`config.mk`:
```
export PLATFORM = sky130hd
export DESIGN_NAME = ps2_port
export DESIGN_NICKNAME = d
export VERILOG_FILES = /design/src/rtl/ps2_port.sv
export SDC_FILE = /design/constraint.sdc
export NUM_CORES = 1
export LEC_CHECK = 0
export CORE_UTILIZATION = 23
export DETAILED_ROUTE_END_ITERATION = 7
export GPL_ROUTABILITY_DRIVEN = 1
export HOLD_SLACK_MARGIN = 0.12
export PLACE_DENSITY = 0.35
export SYNTH_ARGS = -nofsm -noshare
export SYNTH_HDL_FRONTEND = slang
export SYNTH_SLANG_ARGS = --single-unit
```
`constraint.sdc`:
```
create_clock -name clk -period 6.35 [get_ports clk]
set_input_delay 1.27 -clock clk [delete_from_list [all_inputs] [get_ports clk]]
set_output_delay 1.27 -clock clk [all_outputs]
set_load 0.01 [all_outputs]
```
`src/rtl/ps2_port.sv`:
```
// PS/2 device-to-host receiver: synchronize + glitch-filter the lines, deframe 11-bit frames, fold E0/F0 prefixes in keyboard mode.
// Latency: 2 sync + FILTER_LEN + 1 cycles from clock-line edge to strobe; outputs update the cycle after the stop-bit strobe. No backpressure.
module ps2_port #(
    parameter int FILTER_LEN     = 8,
    parameter int TIMEOUT_CYCLES = 262143
) (
    input  logic       clk,
    input  logic       rst_n,
    input  logic       enable_rcv,
    input  logic       kb_or_mouse,
    input  logic       ps2clk_ext,
    input  logic       ps2data_ext,
    output logic       kb_interrupt,
    output logic [7:0] scancode,
    output logic       released,
    output logic       extended
);
    localparam int FW = $clog2(FILTER_LEN + 1);
    localparam int TW = $clog2(TIMEOUT_CYCLES + 1);

    typedef enum logic [1:0] {IDLE, DATA, PARITY, STOP} state_t;

    logic          clk_s1_q, clk_s2_q, dat_s1_q, dat_s2_q;
    logic          filt_q, filt_d, filt_prev_q;
    logic [FW-1:0] fcnt_q, fcnt_d;
    logic          strobe;

    state_t        state_q, state_d;
    logic [2:0]    bitcnt_q, bitcnt_d;
    logic [7:0]    shift_q, shift_d;
    logic          par_q, par_d;
    logic [TW-1:0] tcnt_q, tcnt_d;
    logic          pend_ext_q, pend_ext_d, pend_rel_q, pend_rel_d;
    logic [7:0]    sc_q, sc_d;
    logic          rel_q, rel_d, ext_q, ext_d, irq_q, irq_d;

    // Filtered clock flips only after FILTER_LEN consecutive samples disagree with it.
    always_comb begin
        filt_d = filt_q;
        fcnt_d = '0;
        if (clk_s2_q != filt_q) begin
            if (fcnt_q == FW'(FILTER_LEN - 1)) begin
                filt_d = clk_s2_q;
            end else begin
                fcnt_d = fcnt_q + 1'b1;
            end
        end
    end

    assign strobe = filt_prev_q & ~filt_q;

    always_comb begin
        state_d    = state_q;
        bitcnt_d   = bitcnt_q;
        shift_d    = shift_q;
        par_d      = par_q;
        tcnt_d     = tcnt_q;
        pend_ext_d = pend_ext_q;
        pend_rel_d = pend_rel_q;
        sc_d       = sc_q;
        rel_d      = rel_q;
        ext_d      = ext_q;
        irq_d      = 1'b0;
        if (!enable_rcv) begin
            state_d = IDLE;
            tcnt_d  = '0;
        end else if (strobe) begin
            tcnt_d = '0;
            unique case (state_q)
                IDLE: begin
                    if (!dat_s2_q) begin
                        state_d  = DATA;
                        bitcnt_d = 3'd0;
                    end
                end
                DATA: begin
                    shift_d  = {dat_s2_q, shift_q[7:1]};
                    bitcnt_d = bitcnt_q + 3'd1;
                    if (bitcnt_q == 3'd7) begin
                        state_d = PARITY;
                    end
                end
                PARITY: begin
                    par_d   = dat_s2_q;
                    state_d = STOP;
                end
                STOP: begin
                    state_d = IDLE;
                    if (((^shift_q) ^ par_q) && dat_s2_q) begin
                        if (!kb_or_mouse && shift_q == 8'hE0) begin
                            pend_ext_d = 1'b1;
                        end else if (!kb_or_mouse && shift_q == 8'hF0) begin
                            pend_rel_d = 1'b1;
                        end else begin
                            sc_d       = shift_q;
                            ext_d      = pend_ext_q & ~kb_or_mouse;
                            rel_d      = pend_rel_q & ~kb_or_mouse;
                            irq_d      = 1'b1;
                            pend_ext_d = 1'b0;
                            pend_rel_d = 1'b0;
                        end
                    end else begin
                        pend_ext_d = 1'b0;
                        pend_rel_d = 1'b0;
                    end
                end
                default: state_d = IDLE;
            endcase
        end else if (state_q != IDLE) begin
            if (tcnt_q == TW'(TIMEOUT_CYCLES)) begin
                state_d    = IDLE;
                tcnt_d     = '0;
                pend_ext_d = 1'b0;
                pend_rel_d = 1'b0;
            end else begin
                tcnt_d = tcnt_q + 1'b1;
            end
        end
        if (kb_or_mouse) begin
            pend_ext_d = 1'b0;
            pend_rel_d = 1'b0;
        end
    end

    always_ff @(posedge clk) begin
        if (!rst_n) begin
            clk_s1_q    <= 1'b1;
            clk_s2_q    <= 1'b1;
            dat_s1_q    <= 1'b1;
            dat_s2_q    <= 1'b1;
            filt_q      <= 1'b1;
            filt_prev_q <= 1'b1;
            fcnt_q      <= '0;
            state_q     <= IDLE;
            bitcnt_q    <= 3'd0;
            shift_q     <= 8'h00;
            par_q       <= 1'b0;
            tcnt_q      <= '0;
            pend_ext_q  <= 1'b0;
            pend_rel_q  <= 1'b0;
            sc_q        <= 8'h00;
            rel_q       <= 1'b0;
            ext_q       <= 1'b0;
            irq_q       <= 1'b0;
        end else begin
            clk_s1_q    <= ps2clk_ext;
            clk_s2_q    <= clk_s1_q;
            dat_s1_q    <= ps2data_ext;
            dat_s2_q    <= dat_s1_q;
            filt_q      <= filt_d;
            filt_prev_q <= filt_q;
            fcnt_q      <= fcnt_d;
            state_q     <= state_d;
            bitcnt_q    <= bitcnt_d;
            shift_q     <= shift_d;
            par_q       <= par_d;
            tcnt_q      <= tcnt_d;
            pend_ext_q  <= pend_ext_d;
            pend_rel_q  <= pend_rel_d;
            sc_q        <= sc_d;
            rel_q       <= rel_d;
            ext_q       <= ext_d;
            irq_q       <= irq_d;
        end
    end

    assign kb_interrupt = irq_q;
    assign scancode     = sc_q;
    assign released     = rel_q;
    assign extended     = ext_q;
endmodule

```
==> summary.md, run 1 <==
| Metric | Value |
|---|---|
| Crit path cell chain | clkdlybuf4s50_1 -> and3_1 -> or4b_1 -> nand3_1 -> o21ai_0 |
| DIE AREA | 11,200 um2 |
| Startpoint Class | input port |
| Yosys Warn Count | 0 |
| Unrepaired setup endpoints after global routing | no |
| Cell Area, Synth | ~2500 um2 |
| Avg Cell Area, Syn | 8.94 um2 |
| Rows | 37 |
| Flops & latches, synth | 55 |
| Fin. max-slew vios | 0 |
| Max Cap Viol | 0 |
| Leakage power | 0.995 nW |
| Fillcell total | about 1.1k |
| DP HPWL | 3550 um |
| Final setup vio count | 0 |
| P&R area growth vs syn | 15.1% |
| Multi-input gate area | about 1300 um2 |
| CTS H-tree lvls | 2 |
| CP bufs+invs | 1 |
| Reg2reg end | scancode[7]$_SDFFE_PN0P_ |
| TritonCTS clock tree | done |
| Layout cell share with drive strength beyond 1 | 0.0481 |
| Core Region | around 10,000 um2 |
| GPL Wtd Cong | a little over 0.7 |
| CP Class | in -> reg |
| Crit path from | enable_rcv |
| DR vias | about 1.8k |
| Antenna violations before repair | 0 |
| Worst-Skew Late Latency | roughly 310 ps |
| Worst-path clk slew | 110 ps |
| CP required | around 6500 ps |
| # DRC | 0 |
| Syn Nets | slightly below 300 |
| Status | finished, final reports clean |
| Placed Area | 2760 um2 |
| Synth unique cells | ~40 |
| Met3 global-route usage | 0.0204 |
| Seq/Total Area, Yosys | 0.444 |
| Layer with the highest usage | met2 |
| Root Buffer | clkbuf_8 |
| Setup total negative slack | 0 ps |
| Total CTS buffers | 5 |
| Post-route insts no fill | 427 |
| First-pass detailed-route iteration total | 4 |
| PortBufs | 16 |
| Power density over cell area | 200 nW/um2 |
| Post-route cell area | around 2900 um2 |
| R2R depth | 7 |
| M2 GR Usage | 0.155 |
| Post-CTS setup buffers | 0 |
| Last element of the critical path | scancode[7]$_SDFFE_PN0P_ |
| Post-Syn Instances | 277 |
| Hold/Removal Path Class | reg -> reg |
| Top delay family on crit path | simple AND/OR/NAND/NOR gates |
| Max Buffers Root-to-Sink | 2 |
| CTS resizes | 0 |
| Initial DRC count | 64 |
| Hold Buf Count CTS | 0 |
| DIE WIDTH | about 110 um |
| Vias in the first global route | 1,738 |
| Drt total wl | 5030 um |
| Vias per cell | between 4 and 5 |
| Initial Utilization | 0.239 |
| Endpoint type of the worst setup path | flip-flop |
| GRT Util Overall | 0.0968 |
| Post-synth top area cell | dfxtp_1 |
| Sequential Area | ~1100 um2 |
| Commonest non-fill, non-tap cell in the layout | dfxtp_1 |
| Worst relative slew slack | 0.469 |
| Hold Vio Cnt, Final | 0 |
| Largest net degree at the start of global routing | 29 |
| Stages on the worst setup path | 5 |
| Peak VDD IR | roughly 70 uV |
| F_max | between 300 and 400 MHz |
| GR Overflow Total | 0 |
| Routed Antenna Nets | 0 |
| Setup Skew | 13.2 ps |
| Critical path's slowest cell | or4b_1 |
| Diodes inserted | 0 |
| R2r startpoint | shift_q[1]$_SDFFE_PN0P_ |
| First-pass GRT wire length | roughly 8600 um |
| Slowest stage delay, CP | between 700 and 800 ps |
| I/O Pins | 17 |
| Commonest cells after routing, fill and taps aside | 55 x dfxtp_1, 33 x nor2_1, 32 x nand2_1 |
| Critical Path Fanout Max | 21 |
| DR WL/cell | roughly 12 um |
| Reg-to-reg setup timing slack | between 3000 and 4000 ps |
| Tightest Pin Transition | 795 ps |
| Top post-synthesis cells by area | dfxtp_1 44%, ha_1 6.6%, nor2_1 5.0%, nand2_1 4.8%, xnor2_1 3.9% |
| Nets | around 310 |
| Tmin final | around 3000 ps |
| Met1 usage | 0.128 |
| Total clock sinks | 55 |
| Placed cell count | 419 |
| Synth top area share | 0.444 |
| Crit share post-route | 0.485 |
| Die H | approximately 110 um |
| Data arrival, critical path | between 3000 and 4000 ps |
[flip-flops by register name, summed over array words and instances (netlist names), 2 cells and up]
register / count
fcnt_q: 4
scancode: 8
shift_q: 8
state_q: 2
bitcnt_q: 3
tcnt_q: 18
[power breakdown]
group / leakage [nW] / switching (W) / internal (W)
sequential: 0.444 / 0.000000821 / 0.000346
combinational: 0.502 / 0.00000963 / 0.00000489
clock: 0.0484 / 0.000119 / 0.0000898
total: 0.995 / 0.000129 / 0.000441
[worst min-delay path by stage]
stage                              from                   to  slack (ps)  cells past startpoint
floorplan           clk_s1_q$_SDFF_PN1_  clk_s2_q$_SDFF_PN1_         390                      1
global placement    clk_s1_q$_SDFF_PN1_  clk_s2_q$_SDFF_PN1_         400                      1
detailed placement  dat_s1_q$_SDFF_PN1_  dat_s2_q$_SDFF_PN1_         400                      1
CTS                 dat_s1_q$_SDFF_PN1_  dat_s2_q$_SDFF_PN1_         420                      1
global route        dat_s1_q$_SDFF_PN1_  dat_s2_q$_SDFF_PN1_         430                      1
finish              dat_s1_q$_SDFF_PN1_  dat_s2_q$_SDFF_PN1_         410                      1
[cell usage after synthesis]
cell type / n
or3_1: 1
xnor3_1: 1
nor4_1: 2
nor4_4: 1
nand2_1: 32
a41oi_2: 1
nand4b_4: 1
o31ai_1: 5
buf_4: 1
buf_2: 3
nand2b_1: 9
and3_1: 3
o32ai_1: 1
or4_1: 1
o22ai_1: 2
xor2_1: 11
a21oi_1: 13
clkinv_1: 1
or4b_1: 1
mux2i_1: 4
ha_1: 13
nor3_1: 5
and4b_1: 1
inv_1: 13
nand3b_1: 1
nor2b_1: 3
clkbuf_8: 1
nor2_1: 33
nand4b_1: 1
clkbuf_1: 6
nand4_1: 8
and4_2: 1
a22oi_1: 2
xnor2_1: 11
o21ai_0: 7
and2_1: 3
nand3_1: 16
or3_2: 1
o211ai_1: 1
nand4_2: 1
dfxtp_1: 55
[final cells by class]
cell class                 instances  area share
inverter                          14      0.0184
clock inverter                     1     0.00307
sequential                        55       0.386
multi-input combinational        197       0.444
clock buffer                       7      0.0303
tap                              136      0.0597
timing repair buffer              17      0.0588
[metal layers]
metal	wire, um	share of wire	vias to the layer above
li1	-	-	962
met1	2540	0.51	845
met2	2300	0.46	20
met3	109	0.022	10
met4	84	0.017	0
met5	0	0	-
[per-stage QoR]
stage / hold WS, ps / power, W / util / setup slack (ps)
finish: 414 / 0.000570 / 0.275 / 3270
global route: 426 / 0.000594 / 0.275 / 3170
CTS: 417 / 0.000584 / 0.275 / 3230
detailed placement: 398 / 0.000370 / 0.266 / 2890
global placement: 404 / 0.000370 / 0.266 / 2920
floorplan: 386 / 0.000363 / - / 3860
[worst register-to-register path, cell delays in order (launching register included)]
cell and delay [ps]:
dfxtp_1 370, inv_1 80, ha_1 290, xnor3_1 350, xnor2_1 190, or4b_1 800
nand3_1 200, o21ai_0 90
[logic make-up (layout without fill, tap and decap cells)]
kind of cell,Yosys count,after routing,synth area share
AO/OA/AOI/OAI,32,32,0.0798
buffers and inverters,25,39,0.0449
XOR/XNOR,23,23,0.0869
flip-flops,55,55,0.444
multiplexers,4,4,0.0162
AND/OR/NAND/NOR,125,125,0.262
adder cells (fa/ha/maj),13,13,0.0657
Note: power is estimated with default switching activity, not from simulation.
==> run 2, diff against run 1 <==
PLACE_DENSITY = 0.36   (was 0.35)
clock period = 2.6 ns   (was 6.35 ns; I/O delays follow)
==> run 2 against run 1 <==
  * Register-to-register slack worse by 3500 ps
  * Combinational power grew to 2.8 times the previous value
  * Clock skew rose by 1.6 ps
  * Critical endpoint is now pend_ext_q$_SDFFE_PP0P_
==> summary.md, run 2 (synthesis results as in run 1) <==
| Metric | Value |
|---|---|
| Commonest non-fill, non-tap cell in the layout | dfxtp_1 (unchanged) |
| First-pass detailed-route iteration total | 4 (unchanged) |
| Vias per cell | 4.27 (was 4.30) |
| Tmin final | about 2300 ps |
| Total clock sinks | 55 (unchanged) |
| Top reg by flops | tcnt_q (unchanged) |
| Worst-Skew Late Latency | 310 ps (about the same) |
| F_max | 442 MHz |
| Startpoint Class | flip-flop (was input port) |
| Leakage power | 1.04 nW (was 0.995 nW) |
| Final setup vio count | 0 (unchanged) |
| Peak VDD IR | 192 uV (was 68.9 uV) |
| Max Buffers Root-to-Sink | 2 (unchanged) |
| GR Overflow Total | 0 (unchanged) |
| Nets | 318 (was 309) |
| Worst relative slew slack | 0.790 (was 0.469) |
| Rows | 37 (unchanged) |
| P&R area growth vs syn | 17.5% (was 15.1%) |
| Initial Utilization | 0.239 (unchanged) |
| Setup total negative slack | 0 ps (unchanged) |
| Hold depth | 1 (unchanged) |
| Fin. max-slew vios | 0 (unchanged) |
| HP Start | clk_s1_q$_SDFF_PN1_ (was dat_s1_q$_SDFF_PN1_) |
| First-pass GRT wire length | 8460 um (was 8580 um) |
| Max FFs per register | 18 (unchanged) |
| # DRC | 0 (unchanged) |
| Hold Vio Cnt, Final | 0 (unchanged) |
| Max Cap Viol | 0 (unchanged) |
| Worst-path clk slew | 110 ps (about the same) |
| R2R depth | 7 (unchanged) |
| DIE WIDTH | 106 um (unchanged) |
| Total CTS buffers | 5 (unchanged) |
| Commonest cells after routing, fill and taps aside | 55 x dfxtp_1, 33 x nor2_1, 32 x nand2_1 (unchanged) |
| Hold/Removal Path Class | reg -> reg (unchanged) |
| Root Buffer | clkbuf_8 (unchanged) |
| Status | finished, final reports clean (unchanged) |
| Post-route insts no fill | 436 (was 427) |
| CP Class | reg -> reg (was in -> reg) |
| Antenna violations before repair | 0 (unchanged) |
| Unrepaired setup endpoints after global routing | no (unchanged) |
| Hold worst-path end | clk_s2_q$_SDFF_PN1_ (was dat_s2_q$_SDFF_PN1_) |
| CP required | 2850 ps (was 6540 ps) |
| Reg2reg end | pend_ext_q$_SDFFE_PP0P_ (was scancode[7]$_SDFFE_PN0P_) |
| Data arrival, critical path | 2520 ps (was 3270 ps) |
| DIE AREA | 11,200 um2 (unchanged) |
| DR vias | 1,861 (was 1,837) |
| Die H | 106 um (unchanged) |
| R2r startpoint | shift_q[1]$_SDFFE_PN0P_ (unchanged) |
| Post-CTS setup buffers | 0 (unchanged) |
| Initial DRC count | 55 (was 64) |
| Crit share post-route | 0.870 |
| Routed Antenna Nets | 0 (unchanged) |
| Diodes inserted | 0 (unchanged) |
| I/O Pins | 17 (unchanged) |
| Largest net degree at the start of global routing | 22 (was 29) |
| GPL Wtd Cong | 0.764 (was 0.714) |
| PortBufs | 16 (unchanged) |
| Power density over cell area | 472 nW/um2 (was 200 nW/um2) |
| DR WL/cell | 11.7 um (was 11.8 um) |
| Tightest Pin Transition | 312 ps (was 795 ps) |
| Placed cell count | 428 (was 419) |
| Vias in the first global route | 1,743 (was 1,738) |
| Layout cell share with drive strength beyond 1 | 0.0800 (was 0.0481) |
| Setup Skew | 14.9 ps (was 13.2 ps) |
| TritonCTS clock tree | done (unchanged) |
| Critical Path Fanout Max | 4 (was 21) |
| GRT Util Overall | 0.0952 (was 0.0968) |
| Hold Buf Count CTS | 0 (unchanged) |
| Reg-to-reg setup timing slack | 340 ps (was 3860 ps) |
| Drt total wl | 5110 um (was 5030 um) |
| CTS H-tree lvls | 2 (unchanged) |
| DP HPWL | 3610 um (was 3550 um) |
| Endpoint type of the worst setup path | flip-flop (unchanged) |
| Core Region | 10,400 um2 (unchanged) |
| CTS resizes | 0 (unchanged) |
==> run 2: worst max-delay path by stage <==
stage / start / to / slack (ps) / cells past startpoint
after floorplan: state_q[0]$_SDFFE_PN0P_ / pend_rel_q$_SDFFE_PP0P_ / 470 / 8
after global placement: kb_or_mouse / pend_ext_q$_SDFFE_PP0P_ / 330 / 6
after detailed placement: kb_or_mouse / pend_ext_q$_SDFFE_PP0P_ / 270 / 6
after CTS: shift_q[1]$_SDFFE_PN0P_ / pend_ext_q$_SDFFE_PP0P_ / 330 / 7
after global routing: shift_q[1]$_SDFFE_PN0P_ / scancode[0]$_SDFFE_PN0P_ / 200 / 7
final: shift_q[1]$_SDFFE_PN0P_ / pend_ext_q$_SDFFE_PP0P_ / 340 / 7
==> run 2: area by class of cell <==
cell class              instances  area (um2)
clock buffers                   5        68.8
clock inverters                 3        18.8
fillers                      1129        7460
inverters                      14        52.6
multi-input cells             197        1260
flip-flops and latches         55        1100
well taps                     136         170
repair buffers                 26         235
==> run 2: layer usage <==
layer  part of all wire  wire length [um]  up-vias  track usage
met4              0.013                64        0       0.0327
met5                  0                 0        -            0
li1                   -                 -      976            -
met1               0.52              2640      865        0.125
met3              0.025               130        6       0.0241
met2               0.44              2270       14        0.151
==> run 2: critical path, cell delays in order (launching register included) <==
cell and delay [ps]:
dfxtp_1 370, inv_1 80, ha_1 300, xnor3_1 350
xnor2_1 180, or3_1 370, or3_2 410, a21oi_1 140
==> run 2: per-stage QoR <==
step	util	total power [W]	area [um2]	hold slack, ps	setup slack (ps)
after floorplan	-	0.000888	2480	386	466
after global placement	0.272	0.000910	2820	408	325
after detailed placement	0.272	0.000909	2820	403	270
after CTS	0.281	0.00141	2910	429	325
after global routing	0.281	0.00144	2910	466	196
final	0.281	0.00137	2910	422	339
==> run 2: report_power, final <==
| group | leakage, nW | total [W] | internal, W | switching [W] |
|---|---|---|---|---|
| Combinational | 0.544 | 0.0000410 | 0.0000160 | 0.0000250 |
| Clock | 0.0483 | 0.000485 | 0.000191 | 0.000294 |
| Sequential | 0.444 | 0.000847 | 0.000845 | 0.00000195 |
| Total | 1.04 | 0.00137 | 0.00105 | 0.000321 |
